[config.mk]
export PLATFORM = sky130hd
export DESIGN_NAME = serial_sub_add
export DESIGN_NICKNAME = d
export VERILOG_FILES = /design/src/rtl/serial_sub_add.sv
export SDC_FILE = /design/constraint.sdc
export NUM_CORES = 1
export LEC_CHECK = 0
export BUFFER_PORTS_ARGS = -buffer_cell sky130_fd_sc_hd__buf_2
export CAP_MARGIN = 20
export CORE_MARGIN = 5
export CORE_UTILIZATION = 40
export DETAILED_ROUTE_END_ITERATION = 7
export PLACE_DENSITY_LB_ADDON = 0.05
export SLEW_MARGIN = 20
export SYNTH_ARGS = -nofsm -noshare
export SYNTH_HDL_FRONTEND = slang
export SYNTH_SLANG_ARGS = --single-unit
[constraint.sdc]
create_clock -name CLK -period 2.4 [get_ports CLK]
set_clock_uncertainty 0.1 [all_clocks]
set_input_delay 0.48 -clock CLK [delete_from_list [all_inputs] [get_ports CLK]]
set_output_delay 0.48 -clock CLK [all_outputs]
set_load 0.05 [all_outputs]
[src/rtl/serial_sub_add.sv]
// Bit-serial LSB-first adder/subtractor: one full adder plus a carry/borrow flop.
// Operations start with START, run WIDTH bit-steps under BUSY, and finish with a DONE pulse.
module serial_sub_add #(
  parameter int unsigned WIDTH = 8
) (
  input  logic             CLK,
  input  logic             RESET_N,
  input  logic             START,
  input  logic             SUB_ADD,
  input  logic             B_CIN,
  input  logic [WIDTH-1:0] A,
  input  logic [WIDTH-1:0] B,
  output logic             BUSY,
  output logic             DONE,
  output logic [WIDTH-1:0] D_S,
  output logic             B_COUT
);

  localparam int unsigned CW = (WIDTH > 1) ? $clog2(WIDTH) : 1;

  typedef enum logic [1:0] {
    ST_IDLE  = 2'd0,
    ST_SHIFT = 2'd1,
    ST_DONE  = 2'd2
  } state_t;

  state_t state, state_next;

  logic [WIDTH-1:0] ra, rb, res;
  logic [CW-1:0]    cnt;
  logic             c;
  logic             sub_q;
  logic             accept_c;
  logic             step_c;
  logic             last_c;
  logic             s_c;
  logic             c_nxt_c;
  logic [WIDTH-1:0] res_nxt_c;

  // One full-adder bit-step on the current LSBs
  assign s_c       = ra[0] ^ rb[0] ^ c;
  assign c_nxt_c   = (ra[0] & rb[0]) | (ra[0] & c) | (rb[0] & c);
  assign res_nxt_c = {s_c, res[WIDTH-1:1]};
  assign last_c    = (cnt == CW'(WIDTH - 1));

  // State register
  always_ff @(posedge CLK) begin
    if (!RESET_N) state <= ST_IDLE;
    else          state <= state_next;
  end

  // Next-state and control decode
  always_comb begin
    state_next = state;
    accept_c   = 1'b0;
    step_c     = 1'b0;
    case (state)
      ST_IDLE: begin
        if (START) begin
          state_next = ST_SHIFT;
          accept_c   = 1'b1;
        end
      end
      ST_SHIFT: begin
        step_c = 1'b1;
        if (last_c) state_next = ST_DONE;
      end
      ST_DONE: begin
        if (START) begin
          state_next = ST_SHIFT;
          accept_c   = 1'b1;
        end else begin
          state_next = ST_IDLE;
        end
      end
      default: state_next = ST_IDLE;
    endcase
  end

  // Datapath and registered outputs; subtract runs as A + ~B + ~B_CIN
  always_ff @(posedge CLK) begin
    if (!RESET_N) begin
      ra     <= '0;
      rb     <= '0;
      res    <= '0;
      cnt    <= '0;
      c      <= 1'b0;
      sub_q  <= 1'b0;
      D_S    <= '0;
      B_COUT <= 1'b0;
      BUSY   <= 1'b0;
      DONE   <= 1'b0;
    end else begin
      if (accept_c) begin
        ra    <= A;
        rb    <= SUB_ADD ? ~B : B;
        c     <= SUB_ADD ? ~B_CIN : B_CIN;
        cnt   <= '0;
        sub_q <= SUB_ADD;
      end else if (step_c) begin
        ra  <= ra >> 1;
        rb  <= rb >> 1;
        c   <= c_nxt_c;
        res <= res_nxt_c;
        cnt <= cnt + CW'(1);
        if (last_c) begin
          D_S    <= res_nxt_c;
          B_COUT <= sub_q ? ~c_nxt_c : c_nxt_c;
        end
      end
      BUSY <= (state_next == ST_SHIFT);
      DONE <= (state_next == ST_DONE);
    end
  end

endmodule

==> impl_results.rst, run 1 <==
.. list-table::
   :header-rows: 1

   * - Metric
     - Value
   * - Number of cells produced by synthesis
     - 200
   * - Reg2Reg Launch Point
     - cnt[0]$_SDFFE_PP0N_
   * - Area contributors post-synth
     - sky130_fd_sc_hd__dfxtp_1 47%, sky130_fd_sc_hd__nand2_1 11%, sky130_fd_sc_hd__a21boi_0 5.6%, sky130_fd_sc_hd__nand3_1 5.5%, sky130_fd_sc_hd__xor2_1 5.0%
   * - Antenna diodes
     - 0
   * - Post-synthesis to final-layout area growth
     - 15.5%
   * - Post-DR wirelength/cell
     - 13.4 µm
   * - Initial antenna violation count
     - 0
   * - Most common cell in the netlist
     - sky130_fd_sc_hd__nand2_1
   * - Grt total ovfl
     - 0
   * - Lkg Pwr
     - 0.803 nW
   * - Startpoint of the most critical setup path
     - cnt[0]$_SDFFE_PP0N_
   * - Category of the most critical setup path
     - flip-flop to flip-flop
   * - Count of endpoints failing hold in the final timing report
     - 0
   * - Synth Area per Inst
     - 8.72 µm²
   * - Total power draw
     - 1.44 mW
   * - Setup slack of the worst register-to-register path
     - 0.76 ns
   * - Antenna-violating nets left
     - 0
   * - Worst skew pair latency
     - 0.29 ns
   * - Smallest setup slack after layout
     - 0.762 ns
   * - Critical Path End Type
     - flip-flop
   * - Largest net degree at the start of global routing
     - 48
   * - TritonCTS buffer count
     - 5
   * - Initial core utilization
     - 40.6%
   * - Die footprint
     - 5780 µm²
   * - Highest attainable clock frequency
     - 0.610 GHz
   * - Required time of the worst setup path
     - 2.48 ns
   * - CTS Root Buffer Type
     - sky130_fd_sc_hd__clkbuf_8
   * - DP Wirelength
     - 2620 µm
   * - VDD IR-drop max
     - 0.000373 V
   * - Final critical-path required period
     - 1.64 ns
   * - Count of cell types in the netlist
     - 27
   * - Portion of the post-synthesis area used by sequential elements
     - 47.1%
   * - Number of standard-cell rows in the floorplan
     - 24
   * - DR pass1 iterations
     - 4
   * - Source of the worst hold timing path
     - A[7]
   * - Count of cells resized by post-cts repair
     - 0
   * - Max-cap violation count
     - 0
   * - Status
     - complete, no violations
   * - Total negative slack
     - 0 ns
   * - Top post-synthesis cells by count
     - 52 x sky130_fd_sc_hd__nand2_1, 41 x sky130_fd_sc_hd__dfxtp_1, 19 x sky130_fd_sc_hd__nand3_1
   * - TritonCTS clock tree
     - built
   * - Main flop type after synthesis
     - sky130_fd_sc_hd__dfxtp_1
   * - FF+latch count, synth
     - 41
   * - Mapped Nets
     - 224
   * - GRT Total Usage
     - 13.6%
   * - Mean number of vias per cell
     - 5.12
   * - Placed Area
     - 1900 µm²
   * - CORE AREA
     - 4290 µm²
   * - Clock slew seen by the registers of the worst setup and hold paths
     - 0.08 ns
   * - Number of port buffers
     - 31
   * - Async set-or-reset flop fraction in the synthesized netlist
     - 0%
   * - Fraction of synthesized cell area taken by the top area cell type
     - 47.1%
   * - Number of global-route vias before repair
     - 1466
   * - Setup violation total in the final timing report
     - 0
   * - Warnings from Yosys
     - 0
   * - Die Y
     - 76.0 µm
   * - Dpl ws
     - 0.693 ns
   * - Hold Crit Class
     - input pin to flip-flop
   * - Startpoint class of the critical path
     - flip-flop
   * - Hold buffer count at CTS
     - 0
   * - Number of enable-type register cells in the synthesized netlist
     - 0
   * - Synthesized area
     - 1740 µm²
   * - # H-tree levels
     - 2
   * - Buffers from clock root to sink, at most
     - 2
   * - Setup Buffers After CTS
     - 0
   * - Core utilization of the finished layout
     - 46.9%
   * - Final nets
     - 250
   * - Critical-path maximum fanout
     - 13
   * - Number of design rule violations left after detail routing
     - 0
   * - Routability congestion estimate from global placement
     - 0.735
   * - Measured slew at the worst slew-check pin
     - 0.700 ns
   * - Vias
     - 1428
   * - Ports
     - 32
   * - Fraction of layout cells with a size suffix above 1
     - 19.4%
   * - Slew Viols, Final
     - 0
   * - Global-route wire length before repair
     - 6560 µm
   * - Power Density
     - 717 nW/µm²
   * - Final Cell Area
     - 2010 µm²
   * - Worst max-slew margin expressed relative to the limit
     - 53.4%
   * - Library cell occupying the most area in the post-synthesis netlist
     - sky130_fd_sc_hd__dfxtp_1
   * - Period Utilization, post-route
     - 68.3%
   * - Data arrival time of the critical path
     - 1.72 ns
   * - Violation count after the first detailed-route iteration
     - 82
   * - X dimension of the die
     - 76.0 µm
   * - Number of sinks handled by clock tree synthesis
     - 41
   * - Total wirelength of the detailed-routed design
     - 3740 µm
   * - Unrepaired setup endpoints after global routing
     - no
-- cell families (layout without fill, tap and decap cells) --
kind of cell	count (synthesis)	count (layout)	synth area share (%)
buffers and inverters	16	43	5.52
and+or+nand+nor	84	84	21.5
AOI/OAI and AO/OA	45	45	17.8
adders and majority gates	3	3	2.58
DFF	41	41	47.1
xor gates and xnor gates	11	11	5.52
-- per-layer routing --
metal / global-route usage [%] / routed length, µm
met5: 0 / 0
met3: 3.43 / 152
met2: 22.6 / 1810
met1: 16.4 / 1750
met4: 5.87 / 35
-- path summary, 6_finish.rpt --
path	cells past startpoint	endpoint
worst max-delay path	6	B_COUT$_SDFFE_PN0P_
worst min-delay path	3	ra[7]$_SDFFE_PN0P_
worst max register to register	6	B_COUT$_SDFFE_PN0P_
worst min register to register	2	ra[7]$_SDFFE_PN0P_
-- placed cells by master (no fill, tap or decap) --
master	netlist	routed
sky130_fd_sc_hd__and2b_1	1	1
sky130_fd_sc_hd__xor2_1	10	10
sky130_fd_sc_hd__buf_4	9	4
sky130_fd_sc_hd__buf_2	2	31
sky130_fd_sc_hd__fa_1	1	1
sky130_fd_sc_hd__a21boi_1	6	6
sky130_fd_sc_hd__and2_1	2	2
sky130_fd_sc_hd__o211ai_1	1	1
sky130_fd_sc_hd__nand2_1	52	52
sky130_fd_sc_hd__nand3_1	19	19
sky130_fd_sc_hd__a31oi_1	6	6
sky130_fd_sc_hd__o221ai_1	6	6
sky130_fd_sc_hd__nor2b_1	1	1
sky130_fd_sc_hd__nor3b_2	1	1
sky130_fd_sc_hd__a21boi_0	13	13
sky130_fd_sc_hd__a21oi_1	4	4
sky130_fd_sc_hd__and3_1	2	2
sky130_fd_sc_hd__ha_1	2	2
sky130_fd_sc_hd__a22oi_1	2	2
sky130_fd_sc_hd__xnor2_1	1	1
sky130_fd_sc_hd__bufinv_16	0	1
sky130_fd_sc_hd__clkbuf_8	0	6
sky130_fd_sc_hd__nand2_2	1	1
sky130_fd_sc_hd__nand3b_1	1	1
sky130_fd_sc_hd__o21ai_0	7	7
sky130_fd_sc_hd__nand2b_1	2	2
sky130_fd_sc_hd__clkbuf_1	5	1
sky130_fd_sc_hd__nor2_1	2	2
sky130_fd_sc_hd__dfxtp_1	41	41
-- critical path, cell delays in order, from the launching register on --
cell and delay, ns:
sky130_fd_sc_hd__dfxtp_1 0.36, sky130_fd_sc_hd__ha_1 0.17, sky130_fd_sc_hd__ha_1 0.15, sky130_fd_sc_hd__buf_4 0.19
sky130_fd_sc_hd__nand3b_1 0.28, sky130_fd_sc_hd__nor2_1 0.22, sky130_fd_sc_hd__nor3b_2 0.06
-- state kept, by name, summed over array words and instances (netlist names) --
register  flops
sub_q         1
DONE          1
B_COUT        1
cnt           3
BUSY          1
ra            8
state         2
c             1
D_S           8
rb            8
res           7
-- area by class of cell --
| class | count | area (µm²) |
|---|---|---|
| Clock buffer | 7 | 86.3 |
| Fill cell | 426 | 2280 |
| Tap cell | 52 | 65.1 |
| Clock inverter | 1 | 30.0 |
| Timing Repair Buffer | 35 | 185 |
| Sequential cell | 41 | 821 |
| Multi-Input combinational cell | 143 | 827 |
-- power breakdown --
part	leakage (nW)	internal [mW]	switching, mW
combinational	0.410	0.0586	0.0932
clock	0.0585	0.339	0.225
sequential	0.334	0.712	0.0168
-- through the flow --
| stage | hold WS, ns | instances |
|---|---|---|
| final | 0.335 | 279 |
| after global routing | 0.352 | 279 |
| after CTS | 0.324 | 279 |
| after detailed placement | 0.351 | 271 |
| after global placement | 0.349 | 271 |
| after floorplan | 0.332 | 200 |
No activity file was read; power rests on OpenSTA's default activity.
==> run 2, diff against run 1 <==
clock period = 1.32 ns   (was 2.4 ns; I/O delays follow)
==> impl_results.rst, run 2 (synthesis results as in run 1) <==
.. list-table::
   :header-rows: 1

   * - Metric
     - Value
   * - Category of the most critical setup path
     - flip-flop to flip-flop
   * - Die Y
     - 76.0 µm (unchanged)
   * - # H-tree levels
     - 2 (unchanged)
   * - Lkg Pwr
     - 0.861 nW (+7.2%)
   * - Global-route wire length before repair
     - 6300 µm (-3.9%)
   * - Number of sinks handled by clock tree synthesis
     - 41 (unchanged)
   * - Buffers from clock root to sink, at most
     - 2 (unchanged)
   * - Ports
     - 32 (unchanged)
   * - Total wirelength of the detailed-routed design
     - 3770 µm (+0.69%)
   * - VDD IR-drop max
     - 0.000617 V (+65%)
   * - Clock slew seen by the registers of the worst setup and hold paths
     - 0.08 ns (about the same)
   * - Vias
     - 1468 (+2.8%)
   * - Maximum cell stage delay along the critical path
     - 0.42 ns (+0.06 ns)
   * - Initial antenna violation count
     - 0 (unchanged)
   * - GRT Total Usage
     - 13.2% (-0.32 points)
   * - Status
     - complete, no violations
   * - Final critical-path required period
     - 1.31 ns (-0.326 ns)
   * - Die footprint
     - 5780 µm² (unchanged)
   * - DP Wirelength
     - 2600 µm (-0.80%)
   * - Post-DR wirelength/cell
     - 13.1 µm (-2.5%)
   * - Number of global-route vias before repair
     - 1413 (-3.6%)
   * - Startpoint class of the critical path
     - flip-flop
   * - Routability congestion estimate from global placement
     - 0.770 (+4.8%)
   * - CTS Root Buffer Type
     - sky130_fd_sc_hd__clkbuf_8
   * - Highest attainable clock frequency
     - 0.762 GHz (+25%)
   * - Slew Viols, Final
     - 0 (unchanged)
   * - Data arrival time of the critical path
     - 1.43 ns (-0.29 ns)
   * - Number of port buffers
     - 31 (unchanged)
   * - TritonCTS clock tree
     - built
   * - Hold Crit Class
     - input pin to flip-flop
   * - Commonest cells after routing, fill and taps aside
     - 48 x sky130_fd_sc_hd__nand2_1, 39 x sky130_fd_sc_hd__dfxtp_1, 26 x sky130_fd_sc_hd__buf_2, 19 x sky130_fd_sc_hd__nand3_1, 10 x sky130_fd_sc_hd__a21boi_1
   * - Grt total ovfl
     - 0 (unchanged)
   * - Number of fill cells in the layout
     - 412 (-3.3%)
   * - Power Density
     - 1190 nW/µm² (+66%)
   * - Largest net degree at the start of global routing
     - 48 (unchanged)
   * - Critical-path maximum fanout
     - 2 (-11)
   * - Number of standard-cell rows in the floorplan
     - 24 (unchanged)
   * - Setup violation total in the final timing report
     - 0 (unchanged)
   * - CP cell instances
     - fa_2 -> xor2_2 -> nor2_4 -> nor3b_2
   * - Hold buffer count at CTS
     - 0 (unchanged)
   * - Antenna-violating nets left
     - 0 (unchanged)
   * - Total negative slack
     - 0 ns (unchanged)
   * - CORE AREA
     - 4290 µm² (unchanged)
   * - Unrepaired setup endpoints after global routing
     - yes
   * - Mean number of vias per cell
     - 5.10 (-0.41%)
   * - Required time of the worst setup path
     - 1.44 ns (-1.04 ns)
   * - TritonCTS buffer count
     - 5 (unchanged)
   * - Hold Slack
     - 0.102 ns (-0.234 ns)
   * - Measured slew at the worst slew-check pin
     - 0.260 ns (-0.440 ns)
   * - Max-cap violation count
     - 0 (unchanged)
   * - Top Registers
     - D_S x8, ra x8, rb x8
   * - Post-synthesis to final-layout area growth
     - 26.2%
   * - Final nets
     - 260 (+4.0%)
   * - Violation count after the first detailed-route iteration
     - 59 (-28%)
   * - Initial core utilization
     - 40.6% (unchanged)
   * - Count of endpoints failing hold in the final timing report
     - 0 (unchanged)
   * - X dimension of the die
     - 76.0 µm (unchanged)
   * - Fraction of layout cells with a size suffix above 1
     - 28.8% (+9.4 points)
   * - Antenna diodes
     - 0 (unchanged)
   * - Critical Path End Type
     - flip-flop
   * - Worst skew pair latency
     - 0.29 ns (about the same)
   * - Worst max-slew margin expressed relative to the limit
     - 82.7% (+29 points)
   * - Most common cell after layout, fill and taps aside
     - sky130_fd_sc_hd__nand2_1
   * - Library cell contributing the largest single delay on the critical path
     - sky130_fd_sc_hd__fa_2
   * - Number of design rule violations left after detail routing
     - 0 (unchanged)
   * - Period Utilization, post-route
     - 99.4% (+31 points)
   * - DR pass1 iterations
     - 4 (unchanged)
==> run 2: layer usage <==
layer	vias up	GRT usage (%)	wire length [µm]
met5	-	0	0
met4	0	6.76	106
met3	9	4.02	190
met2	34	22.5	1890
met1	673	14.8	1580
li1	752	-	-
==> run 2: area by class of cell <==
class / count / area, µm² / share of cell area [%]
clock buffer: 5 / 68.8 / 3.13
multi-input combinational: 143 / 891 / 40.5
clock inverter: 2 / 35.0 / 1.59
sequential: 41 / 823 / 37.4
timing repair buffer: 45 / 318 / 14.4
tap: 52 / 65.1 / 2.96
==> run 2: timing repair <==
item,4_1_cts,5_1_grt
setup endpoints to repair,11,13
buffers inserted,1,0
pin swaps,3,9
resized for setup,16,15
==> run 2: worst max-delay path: cells and delay by family, from the launching register on <==
kind,cells,cell delay [ns]
XOR/XNOR,1,0.18
adder cells (fa/ha/maj),1,0.42
flip-flops,1,0.34
AND/OR/NAND/NOR,2,0.20
==> run 2: power by group <==
part,switching (mW),internal (mW)
Sequential,0.0314,1.29
Clock,0.423,0.550
Combinational,0.175,0.144
Total,0.630,1.99
==> run 2: final timing paths <==
check / start / endpoint / slack, ns / cells past startpoint
setup / recovery: c$_SDFFE_PN0P_ / B_COUT$_SDFFE_PN0P_ / 0.008 / 4
hold / removal: A[7] / ra[7]$_SDFFE_PN0P_ / 0.10 / 3
setup reg to reg: c$_SDFFE_PN0P_ / B_COUT$_SDFFE_PN0P_ / 0.008 / 4
hold reg to reg: D_S[5]$_SDFFE_PN0P_ / D_S[5]$_SDFFE_PN0P_ / 0.35 / 2
==> run 2: stage by stage <==
| step | instances | utilization [%] | total power, mW | setup slack (ns) | instance area [µm²] |
|---|---|---|---|---|---|
| after global routing | 288 | 51.3 | 2.73 | -0.0562 | 2200 |
| after floorplan | 200 | - | 1.56 | 0.0155 | 1740 |
| after detailed placement | 280 | 46.6 | 1.67 | -0.0843 | 2000 |
| final | 288 | 51.3 | 2.62 | 0.00790 | 2200 |
| after CTS | 288 | 49.9 | 2.64 | 0.00814 | 2140 |
| after global placement | 280 | 46.6 | 1.66 | -0.0304 | 2000 |
==> run 3, diff against run 2 <==
CORE_ASPECT_RATIO = 0.8   (was unset)
==> impl_results.rst, run 3 (synthesis results as in run 1) <==
.. list-table::
   :header-rows: 1

   * - Metric
     - Value
   * - Capturing point of the worst reg2reg path
     - B_COUT$_SDFFE_PN0P_
   * - Global-route wire length before repair
     - 6560 µm (+4.2%)
   * - GR Layer Usage met2
     - 21.9% (-0.63 points)
   * - CORE AREA
     - 4200 µm² (-2.1%)
   * - Data arrival time of the critical path
     - 1.46 ns (+0.03 ns)
   * - Total wirelength of the detailed-routed design
     - 3760 µm (-0.19%)
   * - Dpl ws
     - -0.0973 ns (-0.0131 ns)
   * - Failing checks
     - setup timing
   * - Number of design rule violations left after detail routing
     - 0 (unchanged)
   * - Core utilization of the finished layout
     - 53.1% (+1.9 points)
   * - Pint
     - 1.92 mW (-3.4%)
   * - Initial antenna violation count
     - 0 (unchanged)
   * - Required time of the worst setup path
     - 1.44 ns (about the same)
   * - Largest net degree at the start of global routing
     - 48 (unchanged)
   * - Layer with the highest usage
     - met2
   * - GRT Total Usage
     - 13.7% (+0.48 points)
   * - Die Y
     - 69.1 µm (-9.2%)
   * - Routability congestion estimate from global placement
     - 0.703 (-8.8%)
   * - Highest attainable clock frequency
     - 0.745 GHz (-2.3%)
   * - Worst skew pair latency
     - 0.28 ns (about the same)
   * - Slew Viols, Final
     - 0 (unchanged)
   * - Initial core utilization
     - 41.5% (+0.87 points)
   * - Combinational share of power
     - 13.2% (+1.0 points)
   * - Violation count after the first detailed-route iteration
     - 101 (+71%)
   * - Endpoint with the worst hold slack
     - ra[7]$_SDFFE_PN0P_
   * - Number of port buffers
     - 31 (unchanged)
   * - Source of the worst hold timing path
     - A[7]
   * - Vias
     - 1461 (-0.48%)
   * - Grt total ovfl
     - 0 (unchanged)
   * - Post-synthesis to final-layout area growth
     - 28.0%
   * - Category of the most critical setup path
     - flip-flop to flip-flop
   * - Setup slack of the worst register-to-register path
     - -0.02 ns (-0.03 ns)
   * - DR pass1 iterations
     - 4 (unchanged)
   * - Setup violation total in the final timing report
     - 2 (+2)
   * - Number of sinks handled by clock tree synthesis
     - 41 (unchanged)
   * - # H-tree levels
     - 2 (unchanged)
   * - Antenna diodes
     - 0 (unchanged)
   * - X dimension of the die
     - 83.8 µm (+10%)
   * - Smallest setup slack after layout
     - -0.0232 ns (-0.0311 ns)
   * - Met3 Usage GRT
     - 3.93% (-0.090 points)
   * - Number of cells traversed by the worst register-to-register path
     - 7 (+3)
   * - Most common cell after layout, fill and taps aside
     - sky130_fd_sc_hd__nand2_1
   * - TritonCTS clock tree
     - built
   * - VDD IR-drop max
     - 0.000592 V (-4.0%)
   * - CTS Root Buffer Type
     - sky130_fd_sc_hd__clkbuf_8
   * - Total power draw
     - 2.55 mW (-2.5%)
   * - Critical-path maximum fanout
     - 4 (+2)
   * - Measured slew at the worst slew-check pin
     - 0.257 ns (-0.00280 ns)
   * - Unrepaired setup endpoints after global routing
     - yes
   * - Max-cap violation count
     - 0 (unchanged)
   * - Portion of total power attributed to sequential cells
     - 52.1% (+1.4 points)
   * - Startpoint class of the critical path
     - flip-flop
   * - Buffers from clock root to sink, at most
     - 2 (unchanged)
   * - Reg2Reg Launch Point
     - cnt[0]$_SDFFE_PP0N_
   * - Fraction of layout cells with a size suffix above 1
     - 28.9% (+0.11 points)
   * - Antenna-violating nets left
     - 0 (unchanged)
   * - DP Wirelength
     - 2530 µm (-2.8%)
   * - Mean number of vias per cell
     - 4.89 (-4.1%)
   * - Worst max-slew margin expressed relative to the limit
     - 82.9% (+0.19 points)
   * - Ports
     - 32 (unchanged)
   * - Clock group share of total power
     - 34.7% (-2.5 points)
   * - Post-DR wirelength/cell
     - 12.6 µm (-3.9%)
   * - Final critical-path required period
     - 1.34 ns (+0.0311 ns)
   * - Switching share of power
     - 24.7% (+0.65 points)
   * - Status
     - finished with violations
   * - Power Density
     - 1140 nW/µm² (-3.9%)
   * - Hold Crit Class
     - input pin to flip-flop
   * - Top Registers
     - D_S x8, ra x8, rb x8
   * - TritonCTS buffer count
     - 5 (unchanged)
   * - Count of endpoints failing hold in the final timing report
     - 0 (unchanged)
   * - Commonest cells after routing, fill and taps aside
     - 52 x sky130_fd_sc_hd__nand2_1, 38 x sky130_fd_sc_hd__dfxtp_1, 31 x sky130_fd_sc_hd__buf_2, 19 x sky130_fd_sc_hd__nand3_1, 15 x sky130_fd_sc_hd__a21boi_1
   * - Net switching component of the power
     - 0.630 mW (+0.12%)
   * - Worst Hold Depth
     - 3 (unchanged)
   * - Clock slew seen by the registers of the worst setup and hold paths
     - 0.08 ns (about the same)
   * - Met1 demand-to-capacity share in global routing
     - 17.6% (+2.9 points)
   * - Die footprint
     - 5790 µm² (+0.13%)
   * - Critical Path End Type
     - flip-flop
   * - Number of global-route vias before repair
     - 1462 (+3.5%)
   * - Final nets
     - 265 (+1.9%)
   * - Period Utilization, post-route
     - 102% (+2.4 points)
   * - Number of standard-cell rows in the floorplan
     - 21 (-13%)
   * - Lkg Pwr
     - 0.894 nW (+3.9%)
run 3: cell count changes in the layout (fill, tap and decap cells not counted), sizes merged:
| cell | change |
|---|---|
| buf | +10 |
| clkbuf | -3 |
| bufinv | -1 |
run 3: power by group through the flow:
stage	clock (mW)	combinational [mW]	sequential, mW
after floorplan	0	0.210	1.35
after global placement	0	0.315	1.35
after detailed placement	0	0.323	1.35
after CTS	0.924	0.334	1.33
after global routing	0.974	0.377	1.33
final	0.886	0.338	1.33
run 3: what timing repair did:
item | CTS | global route
gates cloned | 1 | 0
pin swaps | 5 | 3
hold buffers | 0 | 0
buffers inserted | 2 | 0
gates resized for setup | 19 | 6
setup endpoints to repair | 11 | 33
run 3: routing by layer:
layer	up-vias	part of all wire [%]
li1	763	-
met3	5	4.7
met2	28	47
met4	0	1.1
met1	665	47
met5	-	0
run 3: worst max path at each step:
stage	from	endpoint	slack (ns)	cells past startpoint
2_1_floorplan	cnt[0]$_SDFFE_PP0N_	D_S[0]$_SDFFE_PN0P_	0.02	5
3_3_place_gp	cnt[0]$_SDFFE_PP0N_	B_COUT$_SDFFE_PN0P_	-0.03	6
3_5_place_dp	cnt[0]$_SDFFE_PP0N_	B_COUT$_SDFFE_PN0P_	-0.1	6
4_1_cts	cnt[0]$_SDFFE_PP0N_	B_COUT$_SDFFE_PN0P_	-0.01	7
5_1_grt	cnt[0]$_SDFFE_PP0N_	D_S[5]$_SDFFE_PN0P_	-0.08	7
6_report	cnt[0]$_SDFFE_PP0N_	B_COUT$_SDFFE_PN0P_	-0.02	7
run 3: worst max-delay path, cell delays in order, from the launching register on:
cell and delay [ns]:
sky130_fd_sc_hd__dfxtp_2 0.34, sky130_fd_sc_hd__ha_4 0.16, sky130_fd_sc_hd__ha_4 0.16, sky130_fd_sc_hd__nand3b_1 0.09, sky130_fd_sc_hd__buf_6 0.13, sky130_fd_sc_hd__buf_16 0.11
sky130_fd_sc_hd__nor2_4 0.03, sky130_fd_sc_hd__nor3b_2 0.15
run 3: stage by stage:
step                std cells  cell area [µm²]  TNS, ns  hold WS, ns
floorplan                 200             1740        0        0.296
global placement          288             2030   -0.137        0.344
detailed placement        288             2030   -0.663        0.342
CTS                       299             2220  -0.0178        0.112
global route              299             2230   -0.645        0.138
finish                    299             2230  -0.0266        0.121
run 3: final cells by class:
class	instances	area, µm²
Fill cell	419	1970
Multi-Input combinational cell	143	877
Sequential cell	41	825
Timing Repair Buffer	50	359
Clock buffer	7	96.3
Tap cell	57	71.3
Clock inverter	1	5.00
